===== config.mk =====
export PLATFORM = sky130hd
export DESIGN_NAME = aes_key_sched_ctrl
export DESIGN_NICKNAME = d
export VERILOG_FILES = /design/src/rtl/aes_key_sched_ctrl.sv
export SDC_FILE = /design/constraint.sdc
export NUM_CORES = 1
export LEC_CHECK = 0
export BUFFER_PORTS_ARGS = -buffer_cell sky130_fd_sc_hd__buf_2
export CAP_MARGIN = 20
export CORE_UTILIZATION = 47
export DETAILED_ROUTE_END_ITERATION = 7
export PLACE_DENSITY = 0.77
export SYNTH_ARGS = -nofsm -noshare
export SYNTH_HDL_FRONTEND = slang
export SYNTH_SLANG_ARGS = --single-unit

===== constraint.sdc =====
create_clock -name clk -period 2.2 [get_ports clk]
set_input_delay 0.11 -clock clk [delete_from_list [all_inputs] [get_ports clk]]
set_output_delay 0.11 -clock clk [all_outputs]
set_load 0.05 [all_outputs]

===== src/rtl/aes_key_sched_ctrl.sv =====
// Sequencer for the AES key-expansion unit: accepts a key, steps the unit through its
// rounds and presents round keys to the cipher core in encrypt or decrypt order.
module aes_key_sched_ctrl #(
  parameter int unsigned K = 128
) (
  input  logic         clk,
  input  logic         reset,
  input  logic         start,
  output logic         ready,
  input  logic         decrypt,
  input  logic [K-1:0] key_in,
  output logic [K-1:0] key_out,
  output logic         exp_reset,
  output logic         exp_done1,
  output logic         exp_done2,
  output logic [3:0]   round,
  output logic         round_valid,
  input  logic         round_ready,
  output logic         last,
  output logic         done
);

  localparam logic [3:0] Nr = (K == 256) ? 4'd14 : (K == 192) ? 4'd12 : 4'd10;

  typedef enum logic [2:0] {StIdle, StLoad, StFwd, StBwd, StDone} state_e;

  state_e         state_q, state_d;
  logic           dir_q, dir_d;
  logic [3:0]     cnt_q, cnt_d;
  logic [K-1:0]   key_q, key_d;

  always_ff @(posedge clk or negedge reset) begin
    if (!reset) begin
      state_q <= StIdle;
      dir_q   <= 1'b0;
      cnt_q   <= 4'd0;
      key_q   <= '0;
    end else begin
      state_q <= state_d;
      dir_q   <= dir_d;
      cnt_q   <= cnt_d;
      key_q   <= key_d;
    end
  end

  always_comb begin
    state_d = state_q;
    dir_d   = dir_q;
    cnt_d   = cnt_q;
    key_d   = key_q;
    unique case (state_q)
      StIdle: begin
        if (start) begin
          key_d   = key_in;
          dir_d   = decrypt;
          cnt_d   = 4'd0;
          state_d = StLoad;
        end
      end
      StLoad: begin
        cnt_d   = 4'd0;
        state_d = StFwd;
      end
      StFwd: begin
        // Hidden decrypt rounds advance unconditionally; visible ones wait for the core.
        if (!round_valid) begin
          cnt_d = cnt_q + 4'd1;
        end else if (round_ready) begin
          if (cnt_q == Nr) begin
            if (dir_q) begin
              state_d = StBwd;
              cnt_d   = Nr - 4'd1;
            end else begin
              state_d = StDone;
              cnt_d   = 4'd0;
            end
          end else begin
            cnt_d = cnt_q + 4'd1;
          end
        end
      end
      StBwd: begin
        if (round_ready) begin
          if (cnt_q == 4'd0) begin
            state_d = StDone;
          end else begin
            cnt_d = cnt_q - 4'd1;
          end
        end
      end
      StDone: begin
        state_d = StIdle;
      end
      default: begin
        state_d = StIdle;
      end
    endcase
  end

  always_comb begin
    ready       = (state_q == StIdle);
    exp_reset   = (state_q == StIdle);
    key_out     = key_q;
    round       = cnt_q;
    round_valid = 1'b0;
    last        = 1'b0;
    done        = (state_q == StDone);
    exp_done1   = (state_q == StBwd) || ((state_q == StDone) && dir_q);
    unique case (state_q)
      StFwd: begin
        round_valid = !dir_q || (cnt_q == Nr);
        last        = !dir_q && (cnt_q == Nr);
      end
      StBwd: begin
        round_valid = 1'b1;
        last        = (cnt_q == 4'd0);
      end
      default: begin
        round_valid = 1'b0;
        last        = 1'b0;
      end
    endcase
    // Freezing the unit on a stall keeps the presented round key stable.
    exp_done2 = (state_q == StDone) || (round_valid && !round_ready);
  end

endmodule


* Word-level counts from Yosys, hierarchy flattened
Cells that the tools add are included.
** Cells by class
- Reductions and logical operators :: 14
- Multiplexer cells :: 18
- Eq/ne operators :: 13
- Add/sub/neg operators :: 2
** Operators with widths (number)
- 2-to-1 mux 4 bit :: 7
- 2-to-1 mux 3 bit :: 7
- case mux 4 bit (4 select lines) :: 1
- != test 2 bit (second input constant) :: 7
- case mux 3 bit (4 select lines) :: 1
- equality test 3 x 2 -> 1 bit (second input constant) :: 2
- AND reduction 6 bit :: 1
- AND reduction 5 bit :: 1
- adder 4 x 1 -> 4 bit (second input constant) :: 1
- equality test 4 bit (second input constant) :: 1
- zero test 4 bit :: 1
- case mux 1 bit (2 select lines) :: 2
- nonzero test 4 bit :: 1
- subtractor 4 x 1 -> 4 bit (second input constant) :: 1
- equality test 3 x 1 -> 1 bit (second input constant) :: 1
- equality test 3 bit (second input constant) :: 1
- logical AND 1 bit :: 3
- zero test 3 bit :: 1
- logical OR 1 bit :: 3
- != test 3 bit (second input constant) :: 1
- zero test 1 bit :: 2
- AND reduction 2 bit :: 1
** Storage, ports and cells
- Word-level logic and storage cells :: 51
- Output and inout port bits :: 139
- Bits of input ports :: 133
- Flip-flop bits (word level) :: 136

* Longest topological paths before layout
- Depth after elaboration :: 5
- Depth in mapped cells :: 6
- Depth with buffers taken out :: 6

* Worst setup path before layout
No wires, ideal clock.
- Kind :: register to output
- From :: register cnt_q[0], in the netlist round[0]
- To :: output port exp_done2
- Stages on the path, launching flop included :: 6
- Slack :: -358 ps
- Arrival time :: 2448 ps
- Path buffers :: 0
- Required time :: 2090 ps
- Cells stage by stage :: dfrtp_1 > inv_1 > ha_1 > nand3b_4 > a21oi_1 > a21o_1
** On the way
- Longest elaborated chain between the ends :: 5
** Ends and longest elaborated chain
- from (decl) :: RTL line 29 : logic [3:0] cnt_q, cnt_d;
- from (signal assigned) :: RTL line 41 : cnt_q <= cnt_d;
- equality test 4 bit :: RTL line 111 : round_valid = !dir_q || (cnt_q == Nr);
- logical OR 1 bit :: RTL line 111
- case mux 1 bit (2 select lines) :: RTL line 109 : unique case (state_q)
- net round_valid :: RTL line 17 : output logic round_valid,
- logical AND 1 bit :: RTL line 124 : exp_done2 = (state_q == StDone) || (round_valid && !round_ready);
- logical OR 1 bit :: RTL line 124
- to (decl) :: RTL line 15 : output logic exp_done2,
The timed path passes the listed nets, and every way through them passes these cells.

* Worst setup path after layout
- From :: register cnt_q[0], in the netlist round[0]
- To :: output port last
** On the way
- Longest elaborated chain between the ends :: 3
- Elaborated cells between the ends (all ways) :: 4
- Those cells by class :: 1 x eq/ne; 1 x mux; 2 x reduce/logical
** Ends and longest elaborated chain
- equality test 4 bit :: RTL line 112 : last = !dir_q && (cnt_q == Nr);
- logical AND 1 bit :: RTL line 112
- case mux 1 bit (2 select lines) * :: RTL line 109
- to (decl) :: RTL line 19 : output logic last,
Every way passes the cells marked *; elsewhere a longest branch is shown, timed or not.

==> results.ini <==
[grt]
grt_max_degree=64
grt_pass1_wl_um=25300
grtUsageTotal_pct=25.2
overflow=0
antenna_found_initial=1
grt_pass1_vias=4912

[setup_path]
max_stage_delay_ns=0.42
crit_chain=inv_1 -> ha_2 -> nand2_1 -> o31ai_4 -> and3_1 -> buf_4
path_class=reg -> out
reg2reg_from=round[0]
worstPathRequired_ns=2.09
crit_path_end_kind=output port
r2r_slack_ns=0.33
cp_num_buf_inv=2
reg2reg_depth=6
path_delay_family=flip-flops
crit_arrival_ns=1.98
cp-start-kind=flip-flop
cp_slowest_cell=dfrtp_1
r2r_end=round[1]
crit_fanout=6

[cts]
cts_buffer_depth=2
cts_tree=yes
postCtsSetupBuffers=0
cts_buffers=17
cts.clk_slew.worst_paths_ns=0.05
cts_sinks=136
insertion_delay_ns=0.40
h-tree-depth=4
clockRootBuffer=clkbuf_16

[run_status]
status=complete, no violations

[finish]
fin_util_pct=74.2
areaGrowthSynthToFinish_pct=54.4
nNetsFinal=897
drive_gt1_share_pct=57.2

[detailed_routing]
first_pass_iters=4
drcViolationCount=0
ant_nets=0
num_vias=4566
wire_per_inst_um=17.8
drt_wl_total_um=16800
via_per_inst=4.84
first_iter_violations=220

[power]
p_comb_share_pct=56.3
power_frac_seq_pct=27.8
totalPowerFinal_mw=16.7
p_leak_nw=4.79
power_density_mw_per_mm2=1790
peakVddDrop_mv=1.33
clockPowerShare_pct=15.8
power_switching_share_pct=48.9
p_int_mw=8.53
switchingPower_mw=8.16

[yosys]
syn-cell-area_mm2=0.00604
ys_seq_area_share_pct=56.4
ys_ff_latch=136
synthCells=352
yosys_warnings=0
synth.distinct_cells=37
avgSynthCellArea_um2=17.2
synth_nets=489

[hold_path]
whs_path_depth=3
hp-class=in -> reg
min_to=state_q[0]
hold_path.startpoint=start

[flow_run]
cap_violations=0

[sta]
clock_skew_ns=0.00813
min_period_ns=2.09
worst_pin_slew_ns=0.447
holdWs_ns=0.0612
fin_crit_sh_pct=94.9
drv_slew=0
finalHoldViolations=0
maxSlewHeadroom_pct=70.2
setup-violations-final=0
fmax_ghz=0.479
setup_tns_ns=0

[floorplan]
num_rows=41
start_util_pct=48.0
core_area_mm2=0.0126
pin_count=272
die-area_mm2=0.0133
die_w_um=115
die_h_um=115

[placement]
place_congestion=0.871
io_buffers=271
dp.final_hpwl_um=9670

## sequential cells by signal, summed over array words and instances, names as in the netlist
register,count
round,4
state_q,3
key_out,128
dir_q,1
## per-layer routing
| layer | vias up | global-route usage (%) | routed length (um) |
|---|---|---|---|
| li1 | 2066 | - | - |
| met1 | 2229 | 27.5 | 6480 |
| met2 | 215 | 44.2 | 8580 |
| met3 | 56 | 6.64 | 1080 |
| met4 | 0 | 14.8 | 686 |
| met5 | - | 0 | 0 |
## final cells by class
| cell class | instances | area, um^2 |
|---|---|---|
| Sequential cell | 136 | 3400 |
| Multi-Input combinational cell | 191 | 2350 |
| Clock inverter | 3 | 40.0 |
| Inverter | 5 | 18.8 |
| Fill cell | 768 | 3250 |
| Antenna cell | 1 | 2.50 |
| Timing Repair Buffer | 409 | 2790 |
| Tap cell | 172 | 215 |
| Clock buffer | 27 | 503 |
## worst register-to-register path, delay by kind of cell, from the launching register on
kind,cells,cell delay (ns)
AOI/OAI and AO/OA,2,0.50
adders and majority gates,1,0.25
buffers and inverters,1,0.14
DFF,1,0.42
muxes,1,0.31
and+or+nand+nor,1,0.13
## through the flow
step	cells	cell area (um^2)	setup WS [ns]
after floorplan	352	6050	0.141
final	944	9320	0.112
after detailed placement	783	7460	0.340
after global routing	944	9320	-0.00197
after CTS	943	9310	0.0582
after global placement	783	7460	0.418
## cell usage after synthesis
master | instances | area share, %
dfrtp_1 | 136 | 56
mux2_4 | 110 | 27
mux2_2 | 20 | 3.7
buf_12 | 11 | 3.6
a21oi_1 | 7 | 0.58
inv_1 | 5 | 0.31
nand2_1 | 5 | 0.31
o21ai_0 | 5 | 0.41
buf_6 | 4 | 0.75
ha_1 | 4 | 0.83
nor2_1 | 4 | 0.25
nor2b_1 | 4 | 0.41
and3_1 | 3 | 0.31
nand2b_1 | 3 | 0.31
o31ai_1 | 3 | 0.37
a311oi_1 | 2 | 0.29
a31oi_1 | 2 | 0.21
buf_2 | 2 | 0.17
buf_4 | 2 | 0.25
o211ai_1 | 2 | 0.25
or4_1 | 2 | 0.25
a211oi_1 | 1 | 0.12
a21o_1 | 1 | 0.12
a2bb2oi_1 | 1 | 0.15
and2_1 | 1 | 0.10
and2_4 | 1 | 0.15
clkbuf_1 | 1 | 0.062
nand3_1 | 1 | 0.083
nand3b_1 | 1 | 0.12
nand3b_4 | 1 | 0.33
nand4bb_1 | 1 | 0.19
nor2b_4 | 1 | 0.23
nor3_4 | 1 | 0.27
o211ai_4 | 1 | 0.35
o21ai_1 | 1 | 0.083
o2bb2ai_1 | 1 | 0.15
o31a_1 | 1 | 0.15
## worst max-delay path by stage
stage / from / to / slack (ns) / depth (start not counted)
global route: round[0] / last / -0.002 / 6
CTS: round[0] / last / 0.06 / 6
global placement: round[0] / last / 0.42 / 6
detailed placement: round[0] / round[1] / 0.34 / 6
floorplan: round[0] / exp_done2 / 0.14 / 5
finish: round[0] / last / 0.11 / 6
## cells by family (layout without fill, tap and decap cells)
group / after synthesis / count (layout) / synth area share [%]
compound gates: 28 / 28 / 3.23
fa+ha+maj: 4 / 4 / 0.829
buf+inv: 25 / 444 / 5.18
flops: 136 / 136 / 56.4
mux: 130 / 130 / 31.1
other cells: 0 / 1 / 0
simple gates: 29 / 29 / 3.32
## repair_timing
item | 4_1_cts | 5_1_grt
hold endpoints to repair | 174 | 0
hold buffers | 130 | 0
resized for setup | 2 | 2
endpoints found under the setup margin | 1 | 1
## placed cells by master, fill, tap and decap left out, drive strengths merged
| master | n |
|---|---|
| nor2b | 5 |
| a21o | 1 |
| nand4bb | 1 |
| a31oi | 2 |
| inv | 5 |
| nand2b | 3 |
| nor3 | 1 |
| nor2 | 4 |
| clkinv | 2 |
| bufinv | 1 |
| ha | 4 |
| o31ai | 3 |
| diode | 1 |
| a211oi | 1 |
| mux2 | 130 |
| buf | 279 |
| dfrtp | 136 |
| o211ai | 3 |
| and3 | 3 |
| dlygate4sd3 | 130 |
| or4 | 2 |
| nand2 | 5 |
| o2bb2ai | 1 |
| o31a | 1 |
| o21ai | 6 |
| a311oi | 2 |
| clkbuf | 27 |
| a21oi | 7 |
| a2bb2oi | 1 |
| nand3 | 1 |
| and2 | 2 |
| nand3b | 2 |
## power groups by stage
stage          sequential (mW)  combinational [mW]  clock [mW]
4_1_cts                   4.58                9.33        2.69
5_1_grt                   4.80                9.75        2.79
2_1_floorplan             8.82                2.93           0
3_5_place_dp              4.59                9.09           0
6_report                  4.65                9.40        2.64
3_3_place_gp              4.51                9.00           0
No activity file was read; power rests on OpenSTA's default activity.
